[config.mk]
export PLATFORM = sky130hd
export DESIGN_NAME = i2c_slave_write_byte
export DESIGN_NICKNAME = d
export VERILOG_FILES = /design/src/rtl/i2c_pkg.sv /design/src/rtl/i2c_bus_edge_detect.sv /design/src/rtl/i2c_slave_write_byte.sv
export SDC_FILE = /design/constraint.sdc
export NUM_CORES = 1
export LEC_CHECK = 0
export ABC_CLOCK_PERIOD_IN_PS = 2360
export CAP_MARGIN = 20
export CORE_MARGIN = 4
export CORE_UTILIZATION = 30
export DETAILED_ROUTE_END_ITERATION = 6
export RECOVER_POWER = 25
export SLEW_MARGIN = 40
export SYNTH_ARGS = -nofsm -noshare
export SYNTH_HDL_FRONTEND = slang
export SYNTH_SLANG_ARGS = --single-unit
[constraint.sdc]
create_clock -name clock -period 2.36 [get_ports clock]
set_input_delay 0.354 -clock clock [delete_from_list [all_inputs] [get_ports clock]]
set_output_delay 0.354 -clock clock [all_outputs]
set_load 0.01 [all_outputs]
[src/rtl/i2c_pkg.sv]
// Shared I2C slave definitions: transmit FSM states, SDA line levels, default word width.
package i2c_pkg;

  typedef enum logic [1:0] {
    IDLE       = 2'd0,
    SHIFT      = 2'd1,
    ACK_WAIT   = 2'd2,
    ACK_SAMPLE = 2'd3
  } tx_state_t;

  // SDA level seen during the acknowledge bit
  localparam logic I2C_ACK  = 1'b0;
  localparam logic I2C_NACK = 1'b1;

  localparam int I2C_DATA_WIDTH = 8;

endpackage

[src/rtl/i2c_bus_edge_detect.sv]
// SCL edge and START/STOP detector on pre-synchronised bus lines.
// Zero-latency combinational flags against registered last states; no backpressure.
module i2c_bus_edge_detect (
  input  logic clock,
  input  logic reset,
  input  logic scl,
  input  logic sda_in,
  output logic scl_rise,
  output logic scl_fall,
  output logic start_det,
  output logic stop_det
);

  logic scl_last;
  logic sda_last;

  // Idle bus is high on both lines, so the first sample after reset is not an edge.
  always_ff @(posedge clock or posedge reset) begin
    if (reset) begin
      scl_last <= 1'b1;
      sda_last <= 1'b1;
    end else begin
      scl_last <= scl;
      sda_last <= sda_in;
    end
  end

  assign scl_rise  = ~scl_last & scl;
  assign scl_fall  = scl_last & ~scl;
  assign start_det = scl & scl_last & sda_last & ~sda_in;
  assign stop_det  = scl & scl_last & ~sda_last & sda_in;

endmodule

[src/rtl/i2c_slave_write_byte.sv]
// Slave-side byte transmitter for master reads: shifts a word MSB-first onto SDA, then samples ACK.
// Bit appears one clock after enable / detected SCL fall; START or STOP mid-byte aborts.
module i2c_slave_write_byte
  import i2c_pkg::*;
#(
  parameter int DATA_WIDTH = I2C_DATA_WIDTH
) (
  input  logic                  clock,
  input  logic                  reset,
  input  logic                  enable,
  input  logic [DATA_WIDTH-1:0] data_in,
  input  logic                  scl,
  input  logic                  sda_in,
  output logic                  sda_out,
  output logic                  busy,
  output logic                  finish,
  output logic                  ack,
  output logic                  abort
);

  localparam int CW = (DATA_WIDTH > 1) ? $clog2(DATA_WIDTH) : 1;
  localparam logic [CW-1:0] LAST_BIT = CW'(DATA_WIDTH - 1);

  tx_state_t             state;
  logic [CW-1:0]         bit_cnt;
  // Holds only the bits not yet on the pad; the MSB goes straight to sda_out at load.
  logic [DATA_WIDTH-2:0] shreg;

  logic scl_rise;
  logic scl_fall;
  logic start_det;
  logic stop_det;
  logic bus_cond;

  i2c_bus_edge_detect u_edge (
    .clock     (clock),
    .reset     (reset),
    .scl       (scl),
    .sda_in    (sda_in),
    .scl_rise  (scl_rise),
    .scl_fall  (scl_fall),
    .start_det (start_det),
    .stop_det  (stop_det)
  );

  assign bus_cond = start_det | stop_det;

  always_ff @(posedge clock or posedge reset) begin
    if (reset) begin
      state   <= IDLE;
      bit_cnt <= '0;
      shreg   <= '0;
      sda_out <= 1'b1;
      busy    <= 1'b0;
      finish  <= 1'b0;
      ack     <= 1'b0;
      abort   <= 1'b0;
    end else begin
      finish <= 1'b0;
      abort  <= 1'b0;
      if (state != IDLE && bus_cond) begin
        // A bus condition mid-transfer means the master has moved on; let go of the line.
        state   <= IDLE;
        sda_out <= 1'b1;
        busy    <= 1'b0;
        abort   <= 1'b1;
      end else begin
        case (state)
          IDLE: begin
            sda_out <= 1'b1;
            if (enable && !scl) begin
              shreg   <= data_in[DATA_WIDTH-2:0];
              sda_out <= data_in[DATA_WIDTH-1];
              bit_cnt <= '0;
              busy    <= 1'b1;
              state   <= SHIFT;
            end
          end
          SHIFT: begin
            if (scl_rise) begin
              if (bit_cnt == LAST_BIT) begin
                state <= ACK_WAIT;
              end else begin
                bit_cnt <= bit_cnt + 1'b1;
              end
            end else if (scl_fall) begin
              sda_out <= shreg[DATA_WIDTH-2];
              shreg   <= shreg << 1;
            end
          end
          ACK_WAIT: begin
            if (scl_fall) begin
              sda_out <= 1'b1;
              state   <= ACK_SAMPLE;
            end
          end
          ACK_SAMPLE: begin
            if (scl_rise) begin
              ack    <= (sda_in == I2C_ACK);
              finish <= 1'b1;
              busy   <= 1'b0;
              state  <= IDLE;
            end
          end
          default: begin
            state   <= IDLE;
            sda_out <= 1'b1;
            busy    <= 1'b0;
          end
        endcase
      end
    end
  end

endmodule

After elaboration in Yosys (flattened, before gate mapping)
Cells that the tools add are included.
W data, S select, Z words.

operators by class
  muxes and demuxes = 29
  $add $sub $neg = 1
  equal/unequal tests = 16
  bitwise gates (word level) = 13
  reduce and logical (&&, ||, !) cells = 14

operator list
  cell                   number
  $mux W7                3
  $ne A3 B3 Y1 const B   7
  $reduce_and A5 Y1      3
  $pmux W7 S2            1
  $mux W1                12
  $mux W2                6
  $ne A2 B2 Y1 const B   5
  $mux W3                3
  $pmux W2 S4            1
  $and A1 B1 Y1          7
  $pmux W3 S2            1
  $reduce_and A3 Y1      2
  $not A1 Y1             5
  $eq A2 B2 Y1 const B   2
  $reduce_and A4 Y1      1
  $reduce_bool A2 Y1     2
  $reduce_bool A4 Y1     1
  $add A3 B1 Y3 const B  1
  $eq A3 B3 Y1 const B   1
  $pmux W1 S3            1
  $reduce_bool A3 Y1     1
  $eq A2 B1 Y1 const B   1
  $logic_and A1 B1 Y1    2
  $logic_not A2 Y1       1
  other kinds (3)        3

storage, ports and cells
  bits of input ports = 13
  output and inout bits = 5
  flip-flop bits (word level) = 19

Longest topological paths before layout
  depth after elaboration = 7
  depth in mapped cells = 7
  depth with buffers taken out = 7

Hierarchy
Synthesis repeated with hierarchy kept, for this count alone.

second synthesis, totals
  cell total of the unflattened synthesis = 105
  area, all modules = 1057.3 µm²

modules (own cells, without submodules)
  module                times used  area an instance (µm²)  seq. area each (µm²)  cells an instance
  i2c_slave_write_byte  1           968.4                   426.7                 98
  i2c_bus_edge_detect   1           88.8                    52.6                  7

Worst setup path after synthesis
Ideal clock, no wire load.

  path type = reg2reg
  start point = reg bit_cnt[0]
  end point = reg bit_cnt[1]
  required time = 2281 ps
  slack = 740 ps
  cell stages (with the launch flop) = 7
  path buffers = 0
  clock period less this slack = 1620 ps
  data arrival time = 1541 ps
  path through = dfrtp_1 > ha_1 > ha_1 > nand2b_1 > or3b_1 > o21ai_2 > mux2i_1

between the ends
  longest elaborated chain between the ends = 4
  elaborated cells on any way between the ends = 7
  those cells by class = 1 x add/sub; 2 x eq/ne; 3 x mux; 1 x reduce/logical

RTL lines
  item                    RTL line                    source
  start, declared         i2c_slave_write_byte.sv:25  logic [CW-1:0] bit_cnt;
  start signal, assigned  i2c_slave_write_byte.sv:84  bit_cnt <= bit_cnt + 1'b1;
  $add A3 B1 Y3           i2c_slave_write_byte.sv:84
  $mux W3                 i2c_slave_write_byte.sv:81  if (bit_cnt == LAST_BIT) begin
  $mux W3                 i2c_slave_write_byte.sv:80  if (scl_rise) begin
  $pmux W3 S2             i2c_slave_write_byte.sv:68  case (state)

Several ways; a longest one is shown, not always the timed one. The select of a mux whose other input is x is not followed.
A chain may end at the register's enable or synchronous reset.

Final worst setup path
  start point = reg state[1]
  end point = reg bit_cnt[2]

between the ends
  longest elaborated chain between the ends = 4
  elaborated cells on any way between the ends = 11
  those cells by class = 4 x eq/ne; 1 x mux; 1 x bitwise; 5 x reduce/logical

RTL lines
  item                                                                       RTL line                    source
  start, declared                                                            i2c_slave_write_byte.sv:24  tx_state_t state;
  start signal, assigned                                                     i2c_slave_write_byte.sv:50  state <= IDLE;
  start signal, assigned                                                     i2c_slave_write_byte.sv:63  state <= IDLE;
  start signal, assigned                                                     i2c_slave_write_byte.sv:76  state <= SHIFT;
  parallel branches: the longest is 4 deep, another holds $reduce_and A5 Y1  -

Parallel ways; which one is timed is not known.

==> flow_summary_export.csv <==
group,metric,value,unit
global_route,grt_pass1_vias,774,
setup_path,timing.rr.start,"state[1]$_DFFE_PP0P_",
floorplanning,die_area,4420,µm²
clock_network,post_cts_resized,0,
route,routed_via_density,4.74,
placement,io_buffers,17,
setup_path,required,2.58,ns
clock_network,cts_hold_buf,0,
route,drt_iter0_drc,32,
synthesis,syn_nets,119,
worst_hold_path,min_from,"ack$_DFFE_PP0P_",
timing,fin_crit,1.92,ns
clock_network,cts_tree,"done",
timing,clock.fmax,0.520,GHz
power,powerDensity,1120,nW/µm²
timing,setup_tns,0,ns
final_layout,num-nets-final,141,
clock_network,clk_path_buf_depth,2,
clock_network,cts_made_buffers,3,
timing,fin_skew,0.00110,ns
placement,placed_cells,160,
route,routed_wl,2000,µm
placement,gp_congestion,0.729,
setup_path,critPathMaxFanout,10,
timing,rsz0062_at_grt,"no",
final_layout,layout.cells.most_common,"dfrtp_1",
route,num_vias,778,
final_layout,syn_to_final_growth,24.4,%
timing,fin_crit_sh,81.5,%
timing,whs,0.487,ns
placement,placed_area,1250,µm²
floorplanning,initial_utilization,32.6,%
synthesis,yosysWarnings,0,
power,p_leak,0.560,nW
setup_path,crit_start,"state[1]$_DFFE_PP0P_",
synthesis,synthDistinctLibCells,30,
clock_network,htreeDepth,1,
final_layout,antennaDiodeCount,0,
final_layout,final_area,1280,µm²
route,first_pass_iters,4,
route,route.detailed.drc,0,
setup_path,cp-end-kind,"register",
floorplanning,std_cell_rows,20,
placement,hpwl,1550,µm
final_layout,fin_util,40.5,%
clock_network,cts-root-buf,"clkbuf_4",
setup_path,crit_arrival,2.14,ns
placement,place_ws,0.376,ns
route,avgRoutedWirePerCell,12.2,µm
timing,slew_viol_final,0,
floorplanning,die_h,66.5,µm
floorplanning,core_area,3150,µm²
floorplanning,die_w,66.5,µm
clock_network,post-cts-setup-buffers,0,
flow_run,max-cap-violations,0,
power,max-vdd-ir-drop,431,µV
global_route,overflow,0,
timing,relSlewSlack,51.3,%
power,power.total,1.42,mW
synthesis,synth_area,1030,µm²
synthesis,seq_area_frac_synth,46.7,%
global_route,grt.total_usage,10.1,%
global_route,antenna_found_initial,0,
worst_hold_path,min_path_type,"reg -> reg",
synthesis,yosys_register_bits,19,
synthesis,synthCells,99,
clock_network,clkSinkCount,19,
route,ant_nets,0,
clock_network,path_clk_slew,0.10,ns
timing,final_hold_viol_count,0,
final_layout,drive_above_1_share,12.5,%
synthesis,postSynthAreaPerCell,10.4,µm²
final_layout,final_cells,164,
setup_path,crit_type,"reg -> reg",
timing,layout_setup_ws,0.436,ns
global_route,grt_pass1_wl,3360,µm
setup_path,critPathLaunchType,"register",
global_route,grt_max_degree,20,
floorplanning,io_pins,18,
outcome,status,"completed",
final_layout,final_cell_mix,"16 x dfrtp_1, 14 x clkdlybuf4s50_1, 11 x inv_1",
clock_network,clkLatencyLatePin,0.30,ns
timing,setup_violations,0,
timing,worst_slew_pin_slew,0.730,ns
[Yosys cell counts]
cell type | number | area (µm²)
buf_2 | 1 | 5.00
a32o_1 | 1 | 10.0
o21a_1 | 1 | 7.51
a211o_1 | 1 | 8.76
o2111ai_1 | 1 | 8.76
o21ai_1 | 3 | 15.0
o21ai_2 | 1 | 8.76
o221a_2 | 1 | 11.3
nand4_1 | 1 | 6.26
a221oi_1 | 1 | 8.76
o21ai_0 | 1 | 5.00
nor2b_1 | 4 | 25.0
xor2_1 | 1 | 8.76
or3b_1 | 1 | 8.76
nand2_1 | 7 | 26.3
a21oi_1 | 5 | 25.0
ha_1 | 7 | 87.6
inv_1 | 11 | 41.3
nand3_1 | 1 | 5.00
o2bb2ai_1 | 1 | 8.76
dfrtp_1 | 16 | 400
buf_6 | 1 | 11.3
nand2b_1 | 3 | 18.8
a221oi_2 | 1 | 15.0
dfstp_2 | 3 | 78.8
o22ai_1 | 2 | 12.5
mux2i_1 | 9 | 90.1
nand2b_2 | 1 | 8.76
nor2_1 | 9 | 33.8
a21oi_2 | 3 | 26.3
[worst max-delay path, cell delays in order (launching register included)]
cell and delay, ns:
dfrtp_1 0.42, inv_1 0.13, ha_1 0.41, nand2b_1 0.12
or3b_1 0.42, o21ai_2 0.11, mux2i_1 0.23
[routing by layer]
layer / vias up / GRT usage [%] / part of all wire, %
met5: - / 0 / 0
met4: 0 / 3.05 / 1.1
met3: 5 / 3.71 / 7.0
met2: 24 / 16.6 / 48
met1: 367 / 12.1 / 43
li1: 382 / - / -
[layout make-up]
cell class                 instances  area (µm²)
fill                             348        1880
multi-input combinational         67         490
sequential                        19         479
timing repair buffer              19         185
tap                               44        55.1
inverter                          11        41.3
clock buffer                       4        26.3
[sequential cells by signal, indices dropped and copies added, names as in the netlist]
register         flops
abort                1
ack                  1
bit_cnt              3
busy                 1
finish               1
sda_out              1
shreg                7
state                2
u_edge.scl_last      1
u_edge.sda_last      1
[final timing paths]
kind                       slack [ns]  cells after the start                     end
max reg2reg                      0.44                      6  bit_cnt[2]$_DFFE_PP0P_
max in group asynchronous        1.30                      2        finish$_DFF_PP0_
min                              0.49                      2         ack$_DFFE_PP0P_
min in group asynchronous        0.60                      2    shreg[1]$_DFFE_PP0P_
min reg2reg                      0.49                      2         ack$_DFFE_PP0P_
max                              0.44                      6  bit_cnt[2]$_DFFE_PP0P_
[cells by family after synthesis]
| kind of cell | count (synthesis) | synth area share [%] |
|---|---|---|
| AO/OA/AOI/OAI | 23 | 16.7 |
| XOR/XNOR | 1 | 0.853 |
| adder cells (fa/ha/maj) | 7 | 8.53 |
| buffers and inverters | 13 | 5.60 |
| flip-flops | 19 | 46.7 |
| multiplexers | 9 | 8.77 |
| AND/OR/NAND/NOR | 27 | 12.9 |
[report_power, final]
group          internal (mW)  total (mW)  switching [mW]
clock                 0.0659       0.164          0.0983
sequential             0.462       0.539          0.0761
combinational          0.343       0.722           0.379
total                  0.872        1.42           0.553
Power figures use the tool's default switching activity.
